<file path="src/rtl/cmac_usplus_pkt_emitter_pkg.sv">
// cmac_usplus_pkg: shared state enums, length type and saturating-increment helper
package cmac_usplus_pkg;
  typedef enum logic {IDLE, IN_PKT} acc_state_t;
  typedef enum logic [1:0] {K_IDLE, K_WAIT_BUSY, K_WAIT_DONE} kick_state_t;
  typedef logic [13:0] len_t;
  function automatic logic [15:0] sat_inc(input logic [15:0] v, input logic en);
    return (en && v != 16'hFFFF) ? v + 16'd1 : v;
  endfunction
endpackage

</file>
<file path="src/rtl/cmac_usplus_pkt_emitter_if.sv">
// cmac_usplus_pkt_emitter_if: packet beat stream in and registered beat stream out
interface cmac_usplus_pkt_emitter_if #(
  parameter int DATA_W = 512,
  parameter int MTY_W  = 8
);
  logic [DATA_W-1:0] din_data;
  logic              din_valid;
  logic              din_sop;
  logic              din_eop;
  logic [MTY_W-1:0]  din_mty;
  logic [DATA_W-1:0] dout_data;
  logic              dout_valid;
  modport master (output din_data, din_valid, din_sop, din_eop, din_mty, input dout_data, dout_valid);
  modport slave (input din_data, din_valid, din_sop, din_eop, din_mty, output dout_data, dout_valid);
endinterface

</file>
<file path="src/rtl/cmac_usplus_pkt_emitter_len_fifo_sync.sv">
// len_fifo_sync: first-word-fall-through synchronous FIFO for frame lengths
module len_fifo_sync #(
  parameter int W     = 14,
  parameter int DEPTH = 16
) (
  input  logic                   clk,
  input  logic                   reset_n,
  input  logic                   push,
  input  logic                   pop,
  input  logic [W-1:0]           din,
  output logic [W-1:0]           dout,
  output logic                   full,
  output logic                   empty,
  output logic [$clog2(DEPTH):0] count
);
  localparam int AW = $clog2(DEPTH);
  logic [W-1:0]  mem_q [DEPTH];
  logic [AW-1:0] wr_q, rd_q;
  logic [AW:0]   count_q;
  logic          wr, rd;
  assign rd    = pop && !empty;
  assign wr    = push && (!full || rd);
  assign full  = count_q == (AW+1)'(DEPTH);
  assign empty = count_q == '0;
  assign dout  = mem_q[rd_q];
  assign count = count_q;
  // pointer and occupancy bookkeeping
  always_ff @(posedge clk) begin
    if (!reset_n) begin
      wr_q    <= '0;
      rd_q    <= '0;
      count_q <= '0;
    end else begin
      wr_q    <= wr_q + AW'(wr);
      rd_q    <= rd_q + AW'(rd);
      count_q <= count_q + (AW+1)'(wr) - (AW+1)'(rd);
    end
  end
  // storage needs no reset; occupancy gates what is visible
  always_ff @(posedge clk) begin
    if (wr) mem_q[wr_q] <= din;
  end
endmodule

</file>
<file path="src/rtl/cmac_usplus_pkt_emitter.sv">
// cmac_usplus_pkt_emitter: measures frame lengths, queues them and kicks the CMAC per frame
module cmac_usplus_pkt_emitter
  import cmac_usplus_pkg::*;
#(
  parameter int DATA_W    = 512,
  parameter int MTY_W     = 8,
  parameter int LEN_DEPTH = 16,
  parameter int MAX_BYTES = 9600,
  parameter int TIMEOUT   = 65535
) (
  input  logic                       clk,
  input  logic                       reset_n,
  cmac_usplus_pkt_emitter_if.slave   s,
  output logic                       dout_kick,
  output logic [13:0]                dout_bytes,
  input  logic                       cmac_busy,
  input  logic                       cmac_done,
  output logic [$clog2(LEN_DEPTH):0] pending,
  output logic [15:0]                err_oversize,
  output logic [15:0]                err_orphan,
  output logic [15:0]                err_overflow,
  output logic [15:0]                err_timeout
);
  localparam int BPB = DATA_W / 8;
  localparam int CW  = $clog2(LEN_DEPTH) + 1;
  localparam int TW  = $clog2(TIMEOUT + 1);
  logic [DATA_W-1:0] data_q;
  logic              valid_q;
  logic [MTY_W-1:0]  mty;
  logic [15:0]       mty_c, beat, sum, nxt_len, acc_q, acc_d;
  logic [16:0]       add;
  logic              accept, orphan, done;
  acc_state_t        ast_q, ast_d;
  logic              push_q;
  len_t              len_q, head, bytes_q, bytes_d;
  logic              full, empty, pop, tmo, tmo_ev, kick_q, kick_d;
  logic [CW-1:0]     count, pending_q;
  kick_state_t       kst_q, kst_d;
  logic [TW-1:0]     wait_q, wait_d;
  logic [15:0]       os_q, or_q, ov_q, to_q;
  assign mty     = s.din_mty;
  assign mty_c   = (32'(mty) >= BPB) ? 16'(BPB - 1) : 16'(mty);
  assign beat    = s.din_eop ? 16'(BPB) - mty_c : 16'(BPB);
  assign add     = {1'b0, acc_q} + {1'b0, beat};
  assign sum     = add[16] ? 16'hFFFF : add[15:0];
  assign nxt_len = s.din_sop ? beat : sum;
  assign tmo     = wait_q == TW'(TIMEOUT - 1);
  // frame accumulator: a sop always restarts, beats outside a frame are orphans
  always_comb begin
    accept = s.din_valid && (s.din_sop || ast_q == IN_PKT);
    orphan = s.din_valid && ((ast_q == IDLE) ^ s.din_sop);
    done   = accept && s.din_eop;
    ast_d  = accept ? (s.din_eop ? IDLE : IN_PKT) : ast_q;
    acc_d  = accept ? nxt_len : acc_q;
  end
  // kick handshake with the CMAC, guarded by a per-state wait counter
  always_comb begin
    kst_d   = kst_q;
    kick_d  = kick_q;
    bytes_d = bytes_q;
    pop     = 1'b0;
    tmo_ev  = 1'b0;
    case (kst_q)
      K_IDLE: if (!empty) begin
        pop     = 1'b1;
        bytes_d = head;
        kick_d  = 1'b1;
        kst_d   = K_WAIT_BUSY;
      end
      K_WAIT_BUSY: if (cmac_busy || tmo) begin
        kick_d = 1'b0;
        kst_d  = (cmac_busy && !cmac_done) ? K_WAIT_DONE : K_IDLE;
        tmo_ev = !cmac_busy;
      end
      K_WAIT_DONE: if (cmac_done || tmo) begin
        kst_d  = K_IDLE;
        tmo_ev = !cmac_done;
      end
      default: kst_d = K_IDLE;
    endcase
    wait_d = (kst_d != kst_q || kst_q == K_IDLE) ? '0 : wait_q + TW'(1);
  end
  // all resettable state, push pipeline and saturating error counters
  always_ff @(posedge clk) begin
    if (!reset_n) begin
      valid_q   <= 1'b0;
      ast_q     <= IDLE;
      acc_q     <= '0;
      push_q    <= 1'b0;
      len_q     <= '0;
      kst_q     <= K_IDLE;
      kick_q    <= 1'b0;
      bytes_q   <= '0;
      wait_q    <= '0;
      pending_q <= '0;
      os_q      <= '0;
      or_q      <= '0;
      ov_q      <= '0;
      to_q      <= '0;
    end else begin
      valid_q   <= s.din_valid;
      ast_q     <= ast_d;
      acc_q     <= acc_d;
      push_q    <= done && nxt_len != '0 && nxt_len <= 16'(MAX_BYTES);
      len_q     <= len_t'(nxt_len);
      kst_q     <= kst_d;
      kick_q    <= kick_d;
      bytes_q   <= bytes_d;
      wait_q    <= wait_d;
      pending_q <= count;
      os_q      <= sat_inc(os_q, done && nxt_len > 16'(MAX_BYTES));
      or_q      <= sat_inc(or_q, orphan);
      ov_q      <= sat_inc(ov_q, push_q && full && !pop);
      to_q      <= sat_inc(to_q, tmo_ev);
    end
  end
  // beat stream delay line, deliberately unreset and ungated
  always_ff @(posedge clk) begin
    data_q <= s.din_data;
  end
  len_fifo_sync #(.W($bits(len_t)), .DEPTH(LEN_DEPTH)) u_fifo (
    .clk    (clk),
    .reset_n(reset_n),
    .push   (push_q),
    .pop    (pop),
    .din    (len_q),
    .dout   (head),
    .full   (full),
    .empty  (empty),
    .count  (count)
  );
  assign s.dout_data   = data_q;
  assign s.dout_valid  = valid_q;
  assign dout_kick     = kick_q;
  assign dout_bytes    = bytes_q;
  assign pending       = pending_q;
  assign err_oversize  = os_q;
  assign err_orphan    = or_q;
  assign err_overflow  = ov_q;
  assign err_timeout   = to_q;
endmodule

</file>
<file path="src/flat_wrapper.sv">
// flat-port wrapper written by rule: the top's interface ports become plain ports
module cmac_usplus_pkt_emitter_flat import cmac_usplus_pkg::*;
#(
  parameter int DATA_W    = 512,
  parameter int MTY_W     = 8,
  parameter int LEN_DEPTH = 16,
  parameter int MAX_BYTES = 9600,
  parameter int TIMEOUT   = 65535
)
  (clk, reset_n, dout_kick, dout_bytes, cmac_busy, cmac_done, pending, err_oversize, err_orphan, err_overflow, err_timeout, s_din_data, s_din_valid, s_din_sop, s_din_eop, s_din_mty, s_dout_data, s_dout_valid);
  cmac_usplus_pkt_emitter_if #(.DATA_W(DATA_W), .MTY_W(MTY_W)) s_i ();
  input  logic clk;
  input  logic reset_n;
  output logic dout_kick;
  output logic [13:0] dout_bytes;
  input  logic cmac_busy;
  input  logic cmac_done;
  output logic [$clog2(LEN_DEPTH):0] pending;
  output logic [15:0] err_oversize;
  output logic [15:0] err_orphan;
  output logic [15:0] err_overflow;
  output logic [15:0] err_timeout;
  input wire logic [$bits(s_i.din_data)-1:0] s_din_data;
  input wire logic [$bits(s_i.din_valid)-1:0] s_din_valid;
  input wire logic [$bits(s_i.din_sop)-1:0] s_din_sop;
  input wire logic [$bits(s_i.din_eop)-1:0] s_din_eop;
  input wire logic [$bits(s_i.din_mty)-1:0] s_din_mty;
  output wire logic [$bits(s_i.dout_data)-1:0] s_dout_data;
  output wire logic [$bits(s_i.dout_valid)-1:0] s_dout_valid;
  assign s_i.din_data = s_din_data;
  assign s_i.din_valid = s_din_valid;
  assign s_i.din_sop = s_din_sop;
  assign s_i.din_eop = s_din_eop;
  assign s_i.din_mty = s_din_mty;
  assign s_dout_data = s_i.dout_data;
  assign s_dout_valid = s_i.dout_valid;
  cmac_usplus_pkt_emitter #(.DATA_W(DATA_W), .MTY_W(MTY_W), .LEN_DEPTH(LEN_DEPTH), .MAX_BYTES(MAX_BYTES), .TIMEOUT(TIMEOUT)) u_core (.clk(clk), .reset_n(reset_n), .s(s_i), .dout_kick(dout_kick), .dout_bytes(dout_bytes), .cmac_busy(cmac_busy), .cmac_done(cmac_done), .pending(pending), .err_oversize(err_oversize), .err_orphan(err_orphan), .err_overflow(err_overflow), .err_timeout(err_timeout));
endmodule
</file>
<file path="config.mk">
export PLATFORM = sky130hd
export DESIGN_NAME = cmac_usplus_pkt_emitter_flat
export DESIGN_NICKNAME = d
export VERILOG_FILES = /design/src/rtl/cmac_usplus_pkt_emitter_pkg.sv /design/src/rtl/cmac_usplus_pkt_emitter_if.sv /design/src/rtl/cmac_usplus_pkt_emitter_len_fifo_sync.sv /design/src/rtl/cmac_usplus_pkt_emitter.sv /design/src/flat_wrapper.sv
export SDC_FILE = /design/constraint.sdc
export NUM_CORES = 1
export LEC_CHECK = 0
export BUFFER_PORTS_ARGS = -buffer_cell sky130_fd_sc_hd__buf_2
export CAP_MARGIN = 20
export CORE_AREA = 3 3 431 433
export DETAILED_ROUTE_END_ITERATION = 10
export DIE_AREA = 0 0 434 436
export HOLD_SLACK_MARGIN = 0.06
export PLACE_DENSITY = 0.33
export REMOVE_ABC_BUFFERS = 1
export SYNTH_ARGS = -nofsm -noshare
export SYNTH_HDL_FRONTEND = slang
export SYNTH_SLANG_ARGS = --single-unit
</file>
<file path="constraint.sdc">
create_clock -name clk -period 4.9 [get_ports clk]
set_input_delay 0.245 -clock clk [delete_from_list [all_inputs] [get_ports clk]]
set_output_delay 0.245 -clock clk [all_outputs]
set_load 0.01 [all_outputs]
</file>
==> results by group, run 1 <==
Status
  – Outcome: completed

Logic synthesis
  – Seq cells post-synth: 884
  – Top area cells in the synthesized netlist: dfxtp_1, edfxtp_1, mux4_2
  – Area fraction of the dominant cell type after synthesis: 50.4%
  – Mapped Area: 0.0262 mm^2
  – Syn avg cell area: 15.1 um^2
  – Synth async-reset ratio: 0%
  – Synth area leader: dfxtp_1
  – Synthesis Warnings: 0
  – Sequential element share of the synthesized area: 76.1%
  – Syn Inst Count: 1740
  – Synth unique cells: 75
  – Synth Flop Type: dfxtp_1
  – Post-synth EDFFs: 224

Power
  – Pwr per Cell Area: 435 mW/mm^2
  – Peak supply drop: roughly 0.35 mV
  – Overall Power: approximately 20 mW
  – Leak: 19.1 nW

Placement
  – Gpl congestion: 1.14
  – HPWL Detailed: 169000 um
  – Dpl cell area: about 0.035 mm^2
  – I/O Buffers: 1123
  – Worst Setup Slack post-DPL: 48.3 ps

Timing
  – Hold_ws: 137 ps
  – Fin Clk Skew: 35.6 ps
  – PnR worst setup slack: between 700 and 800 ps
  – Min Tclk post-route: 4130 ps
  – Slew at the pin closest to its max-slew limit: 985 ps
  – Max-slew violations: 0
  – Slew HR: 34.4%
  – Final hold vios: 0
  – RSZ-0062 raised after global routing: false
  – Final TNS setup: 0 ps
  – Maximum clock rate: ~240 MHz
  – Final setup vio count: 0
  – Period utilization: 84.3%

Critical path
  – Worst setup EP type: flop
  – R2r endpoint: u_core.err_oversize[12]$_SDFFE_PN0P_
  – Crit Path Class: in2reg
  – Cell family with most CP delay: simple AND/OR/NAND/NOR gates
  – Setup slack, reg-to-reg: 1050 ps
  – Critical Path Start: s_din_mty[7]
  – Crit-path max FO: 22
  – Worst EP required: 5550 ps
  – Worst path bufs/invs: 2
  – CP arrival: 4780 ps
  – Crit path depth: 19
  – Critical path endpoint: u_core.err_oversize[14]$_SDFFE_PN0P_
  – R2R depth: 13
  – Reg2reg start: u_core.acc_q[0]$_SDFFE_PN0P_
  – Worst path max stage delay: 390 ps
  – Crit-path cells: buf_2, or2_2, nor2_1, ha_1, nor3b_1, xor2_1, nor2_1, ha_1, a21o_1, a31oi_1, a211oi_2, or3_1, a21oi_2, nand4_1, o21ai_2, a2bb2oi_2, buf_12, or2_1, o41ai_2
  – Crit start category: input port
  – CP max-delay cell: or3_1

Finish
  – Nets: 4227
  – Final Instance Area: 0.0459 mm^2
  – Share of cells above drive strength 1: 38.3%
  – Area Overhead vs Synth: 75.3%

Global routing
  – First-pass GRT wire length: 250000 um
  – Tot GR Track Use: between 20% and 30%
  – Vias in the first global route: 22900
  – Initial antenna violation count: approximately 130
  – Gr ovfl total: 0
  – Largest net degree at the start of global routing: 59

Clock network
  – CTS Buf Count: between 100 and 150
  – CTS sink cnt: 884
  – Clk pin slew, worst setup/hold paths: ~60 ps
  – Clock Latency Late Sink: 750 ps
  – H-tree levels: 3
  – CTS Root Cell: clkbuf_16
  – CTS max path bufs: 3
  – CTS tree: yes

Route
  – Via count: around 22000
  – Drc violations: 0
  – WL/cell: between 30 and 40 um
  – Drt pass-1 iters: 5
  – Initial DRC count: between 1000 and 1500
  – Final WL: 198000 um
  – Via density: between 3 and 4
  – Routed Antenna Nets: 0

Floorplanning
  – Row cnt: about 160
  – Die area: 0.189 mm^2
  – Die Ht: 436 um
  – Die Width: 434 um
  – Core Area: 0.182 mm^2
  – Boundary pin count: 1124
  – Starting Density: ~14%

Min path
  – Min-delay worst type: in2reg

Job
  – Max-Cap Viols: 0
-- tightest hold or removal path, cell delays in order --
cell	delay (ps)
buf_2	130
inv_4	260
nor2_1	180
-- logic make-up (layout without fill, tap and decap cells) --
logic type	count (synthesis)	in the layout	synth area share (%)
simple gates	425	425	7.80
other cells	2	51	0.0287
buf+inv	80	2090	1.21
mux	84	84	6.56
fa+ha+maj	41	41	2.02
compound gates	151	151	3.83
flops	884	884	76.1
xor+xnor	73	73	2.44
-- timing repair --
action	4_1_cts	5_1_grt
endpoints found under the hold margin	531	0
hold buffers	703	0
setup buffers	0	0
resized for setup	0	0
-- state kept, by name, indices dropped and copies added, names as in the netlist, 5 cells and up --
name and flops:
u_core.err_overflow 16, u_core.dout_bytes 14, u_core.pending 5, u_core.acc_q 16, u_core.u_fifo.mem_q 224, u_core.s.dout_data 512, u_core.len_q 14, u_core.wait_q 16
u_core.err_timeout 16, u_core.err_oversize 16, u_core.err_orphan 16, u_core.u_fifo.count 5
-- metrics by stage --
stage | utilization (%) | cells
2_1_floorplan | - | 1690
3_3_place_gp | 19.1 | 5224
3_5_place_dp | 19.1 | 5224
4_1_cts | 25.1 | 6141
5_1_grt | 25.1 | 6159
6_report | 25.2 | 6184
-- power breakdown --
part	leakage, nW	total (mW)	switching, mW	internal (mW)
clock network	1.89	8.87	3.62	5.25
registers	7.57	8.36	0.517	7.84
logic	9.69	2.75	1.39	1.35
total	19.1	20.0	5.53	14.5
-- area by class of cell --
class | count | area (um^2)
well taps | 2385 | 2980
clock buffers | 156 | 3150
multi-input cells | 783 | 6000
inverters | 23 | 88.8
diodes | 42 | 105
clock inverters | 58 | 761
repair buffers | 1853 | 12900
flip-flops and latches | 884 | 19900
fillers | 19300 | 137000
-- worst min-delay path by stage --
stage                               start                         endpoint  slack, ps  cells after the start
after floorplan             s_din_data[0]    u_core.s.dout_data[0]$_DFF_P_        270                      0
after global placement    s_din_data[256]  u_core.s.dout_data[256]$_DFF_P_        350                      1
after detailed placement  s_din_data[254]  u_core.s.dout_data[254]$_DFF_P_        350                      1
after CTS                  s_din_data[20]   u_core.s.dout_data[20]$_DFF_P_         60                      2
after global routing      s_din_data[156]  u_core.s.dout_data[156]$_DFF_P_        100                      2
final                             reset_n     u_core.acc_q[4]$_SDFFE_PN0P_        140                      3
-- Yosys cell counts, types with 8 or more instances --
cell type / instances
nor3_1: 19
nor2_1: 133
xnor2_1: 27
and2_1: 26
edfxtp_1: 224
mux2i_1: 13
nand2b_1: 14
dfxtp_1: 660
a21oi_1: 63
inv_1: 22
and3_1: 14
o21ai_0: 21
or3_1: 13
mux4_2: 70
xor2_1: 46
nand2_1: 109
nand4_1: 17
clkbuf_1: 43
ha_1: 39
buf_1: 8
nand3_1: 42
-- routing by layer --
| layer | GRT usage, % | vias up | wire length, um |
|---|---|---|---|
| met2 | 32.8 | 863 | 91000 |
| met5 | 0 | - | 138 |
| met1 | 28.2 | 11000 | 91100 |
| met3 | 4.84 | 198 | 12100 |
| met4 | 4.19 | 20 | 3870 |
| li1 | - | 10100 | - |
-- placed cells by master, fill, tap and decap left out, types with 7 or more instances in the layout --
master and instances:
buf_4 25, clkbuf_16 114, and2_1 26, dfxtp_1 657
clkinv_2 18, clkbuf_8 14, nor2_1 121, conb_1 9
nor2b_1 7, nor2_2 11, a21oi_1 63, diode_2 42
clkinvlp_4 11, edfxtp_1 224, bufinv_16 14, nand2_1 109
clkbuf_1 28, buf_2 1123, nand4_1 17, o21ai_0 21
dlygate4sd3_1 703, and3_1 14, nand3_1 42, a21o_1 7
mux4_2 70, or3_1 13, mux2i_1 13, inv_1 22
xor2_1 46, nor3_1 19, nand2b_1 14, ha_1 39
xnor2_1 27
Power figures use the tool's default switching activity.
==> run 2, diff against run 1 <==
--- a/config.mk
+++ b/config.mk
@@ -7,9 +7,9 @@
 export LEC_CHECK = 0
 export BUFFER_PORTS_ARGS = -buffer_cell sky130_fd_sc_hd__buf_2
 export CAP_MARGIN = 20
-export CORE_AREA = 3 3 431 433
+export CORE_AREA = 3 3 442 444
 export DETAILED_ROUTE_END_ITERATION = 10
-export DIE_AREA = 0 0 434 436
+export DIE_AREA = 0 0 445 447
 export HOLD_SLACK_MARGIN = 0.06
 export PLACE_DENSITY = 0.33
 export REMOVE_ABC_BUFFERS = 1
==> constraint.sdc (replaced) <==
create_clock -name clk -period 3.5 [get_ports clk]
set_input_delay 0.175 -clock clk [delete_from_list [all_inputs] [get_ports clk]]
set_output_delay 0.175 -clock clk [all_outputs]
set_load 0.01 [all_outputs]
==> run 2 against run 1 <==
The run now ends with setup timing left. Die area increased by 5.1%. Highest routed layer unchanged. Critical path type unchanged. Flip-flop and latch count unchanged. Critical path depth increased by 2. Count of clock-buffer cells in the layout decreased by 19. Non-clock buffer count increased by 292. Largest power group unchanged. First-iteration DRC count increased by 9.7%. Sequential share of layout area decreased by 2.9 points. Cell area increased by 7.2%. Largest cell class unchanged. Total power increased by 41%.
==> results by group, run 2 (same netlist as run 1, synthesis figures left out) <==
Status
  – Outcome: complete, but fails checks
  – Failing checks: setup timing

Placement
  – Gpl congestion: between 0.9 and 1
  – Placed insts: 5435
  – I/O Buffers: 1123
  – HPWL Detailed: 165000 um

Route
  – Final WL: roughly 200000 um
  – Via density: 3.55
  – Drc violations: 0
  – Drt pass-1 iters: 6
  – Routed Antenna Nets: 0
  – Via count: around 24000
  – Initial DRC count: 1431
  – WL/cell: approximately 30 um

Finish
  – # fillers: 20300
  – Share of cells above drive strength 1: 38.5%
  – Most frequent cells in the layout: buf_2, dlygate4sd3_1, dfxtp_1
  – Nets: 4516
  – Commonest non-fill, non-tap cell in the layout: buf_2
  – Area Overhead vs Synth: 87.9%
  – Max FFs per register: 512
  – Post-Layout Cell Count: 6648

Floorplanning
  – Core Area: 0.192 mm^2
  – Row cnt: 161
  – Die Width: 445 um
  – Die Ht: 447 um
  – Starting Density: 13.6%
  – Die area: 0.199 mm^2
  – Boundary pin count: between 1000 and 1500

Timing
  – RSZ-0062 raised after global routing: true
  – Final TNS setup: -375 ps
  – Maximum clock rate: 278 MHz
  – Fin Clk Skew: 31.2 ps
  – Max-slew violations: 0
  – Slew HR: 38.6%
  – Final hold vios: 0
  – Hold_ws: 127 ps
  – Period utilization: 103%
  – Final setup vio count: 8
  – Min Tclk post-route: 3590 ps
  – PnR worst setup slack: -94.5 ps
  – Slew at the pin closest to its max-slew limit: 920 ps

Job
  – Max-Cap Viols: 0

Critical path
  – CP max-delay cell: or4_4
  – Crit-path cells: buf_8, or2_4, nor2_2, ha_2, nor3b_4, buf_6, xor2_4, nor2_4, ha_4, a21o_1, a221oi_4, buf_4, o2111a_1, or4_4, nor3b_2, nand4_1, o21ai_2, a2bb2oi_4, buf_12, or2_4, o221a_1
  – Worst path max stage delay: 530 ps
  – Most common cell on crit path: or2_4
  – Crit Path Class: in2reg
  – Crit start category: input port
  – Worst setup EP type: flop
  – Crit-path max FO: 6
  – R2R depth: 17
  – Worst EP required: 4110 ps
  – CP arrival: 4210 ps

Global routing
  – First-pass GRT wire length: 247000 um
  – Gr ovfl total: 0
  – Vias in the first global route: between 20000 and 25000
  – Largest net degree at the start of global routing: 63
  – Initial antenna violation count: 127
  – Tot GR Track Use: about a fifth

Power
  – Pwr per Cell Area: 571 mW/mm^2
  – Logic pwr share: between 15 and 20%
  – Switch share: 27.3%
  – Leak: 20.5 nW
  – Net Sw Power: 7.68 mW
  – Clock power share: 43.6%
  – Peak supply drop: 0.418 mV
  – Internal Pwr Total: ~20 mW
  – Part of the power in registers: 40.9%

Clock network
  – CTS tree: yes
  – CTS Buf Count: around 110
  – H-tree levels: 3
  – CTS Root Cell: clkbuf_16
  – CTS max path bufs: 3
  – Clk pin slew, worst setup/hold paths: 60 ps
  – Clock Latency Late Sink: 740 ps
  – CTS sink cnt: 884

Min path
  – Hold Crit Depth: 2
  – Min-delay worst type: in2reg
==> run 2: cell types whose count changed in the layout (fill, tap and decap cells not counted), moves of 7 or more <==
| cell | change |
|---|---|
| buf_4 | +83 |
| clkbuf_1 | -16 |
| diode_2 | +42 |
| dlygate4sd3_1 | +203 |
| nor2_1 | +7 |
| nor2_2 | -8 |
==> run 2: timing repair <==
item                                    in CTS  in global routing
hold buffers                               906                  0
endpoints found under the setup margin      16                 16
hold endpoints to repair                   539                  0
pin swaps                                   29                 31
setup buffers                               12                  7
cloned                                       2                  0
gates resized for setup                     32                 30
==> run 2: layout make-up <==
cell class / count / area (um^2) / area share [%]
well taps: 2526 / 3160 / 6.42
multi-input cells: 783 / 6250 / 12.7
clock inverters: 66 / 841 / 1.71
diodes: 84 / 210 / 0.427
inverters: 23 / 88.8 / 0.181
flip-flops and latches: 884 / 19900 / 40.5
repair buffers: 2145 / 15700 / 31.9
clock buffers: 137 / 3040 / 6.17
==> run 2: worst paths after layout <==
path	startpoint	to	slack (ps)
min	s_din_data[11]	u_core.s.dout_data[11]$_DFF_P_	130
max	s_din_mty[6]	u_core.err_oversize[12]$_SDFFE_PN0P_	-90
max reg2reg	u_core.acc_q[0]$_SDFFE_PN0P_	u_core.err_oversize[10]$_SDFFE_PN0P_	-20
min reg2reg	u_core.dout_bytes[6]$_SDFFE_PN0P_	u_core.dout_bytes[6]$_SDFFE_PN0P_	450
==> run 2: power groups by stage <==
| stage | logic, mW | registers (mW) | clock network, mW |
|---|---|---|---|
| floorplan | 1.30 | 11.8 | 0 |
| global placement | 3.57 | 11.7 | 0 |
| detailed placement | 3.56 | 11.7 | 0 |
| CTS | 4.45 | 11.5 | 12.7 |
| global route | 4.68 | 11.5 | 13.1 |
| finish | 4.34 | 11.5 | 12.3 |
==> run 2: critical path, delay by kind of cell <==
kind | cells | cell delay (ps)
buf+inv | 4 | 570
simple gates | 8 | 1700
compound gates | 6 | 1120
xor+xnor | 1 | 160
fa+ha+maj | 2 | 460
==> run 2: per-stage QoR <==
step                instance area [um^2]  power (mW)  worst slack (ps)  util, %
finish                             49200        28.1             -94.5     25.6
global route                       49200        29.3              -215     25.6
CTS                                48800        28.6             -60.5     25.4
detailed placement                 35600        15.3             -1060     18.5
global placement                   35600        15.3             -1020     18.5
floorplan                          26000        13.1              -613        -
==> run 2: metal layers <==
metal / vias to the layer above / GRT usage, % / wire (um)
li1: 10700 / - / -
met1: 11800 / 24.4 / 85900
met2: 879 / 30.5 / 90500
met3: 247 / 5.61 / 13300
met4: 40 / 6.63 / 6760
met5: - / 2.30 / 239
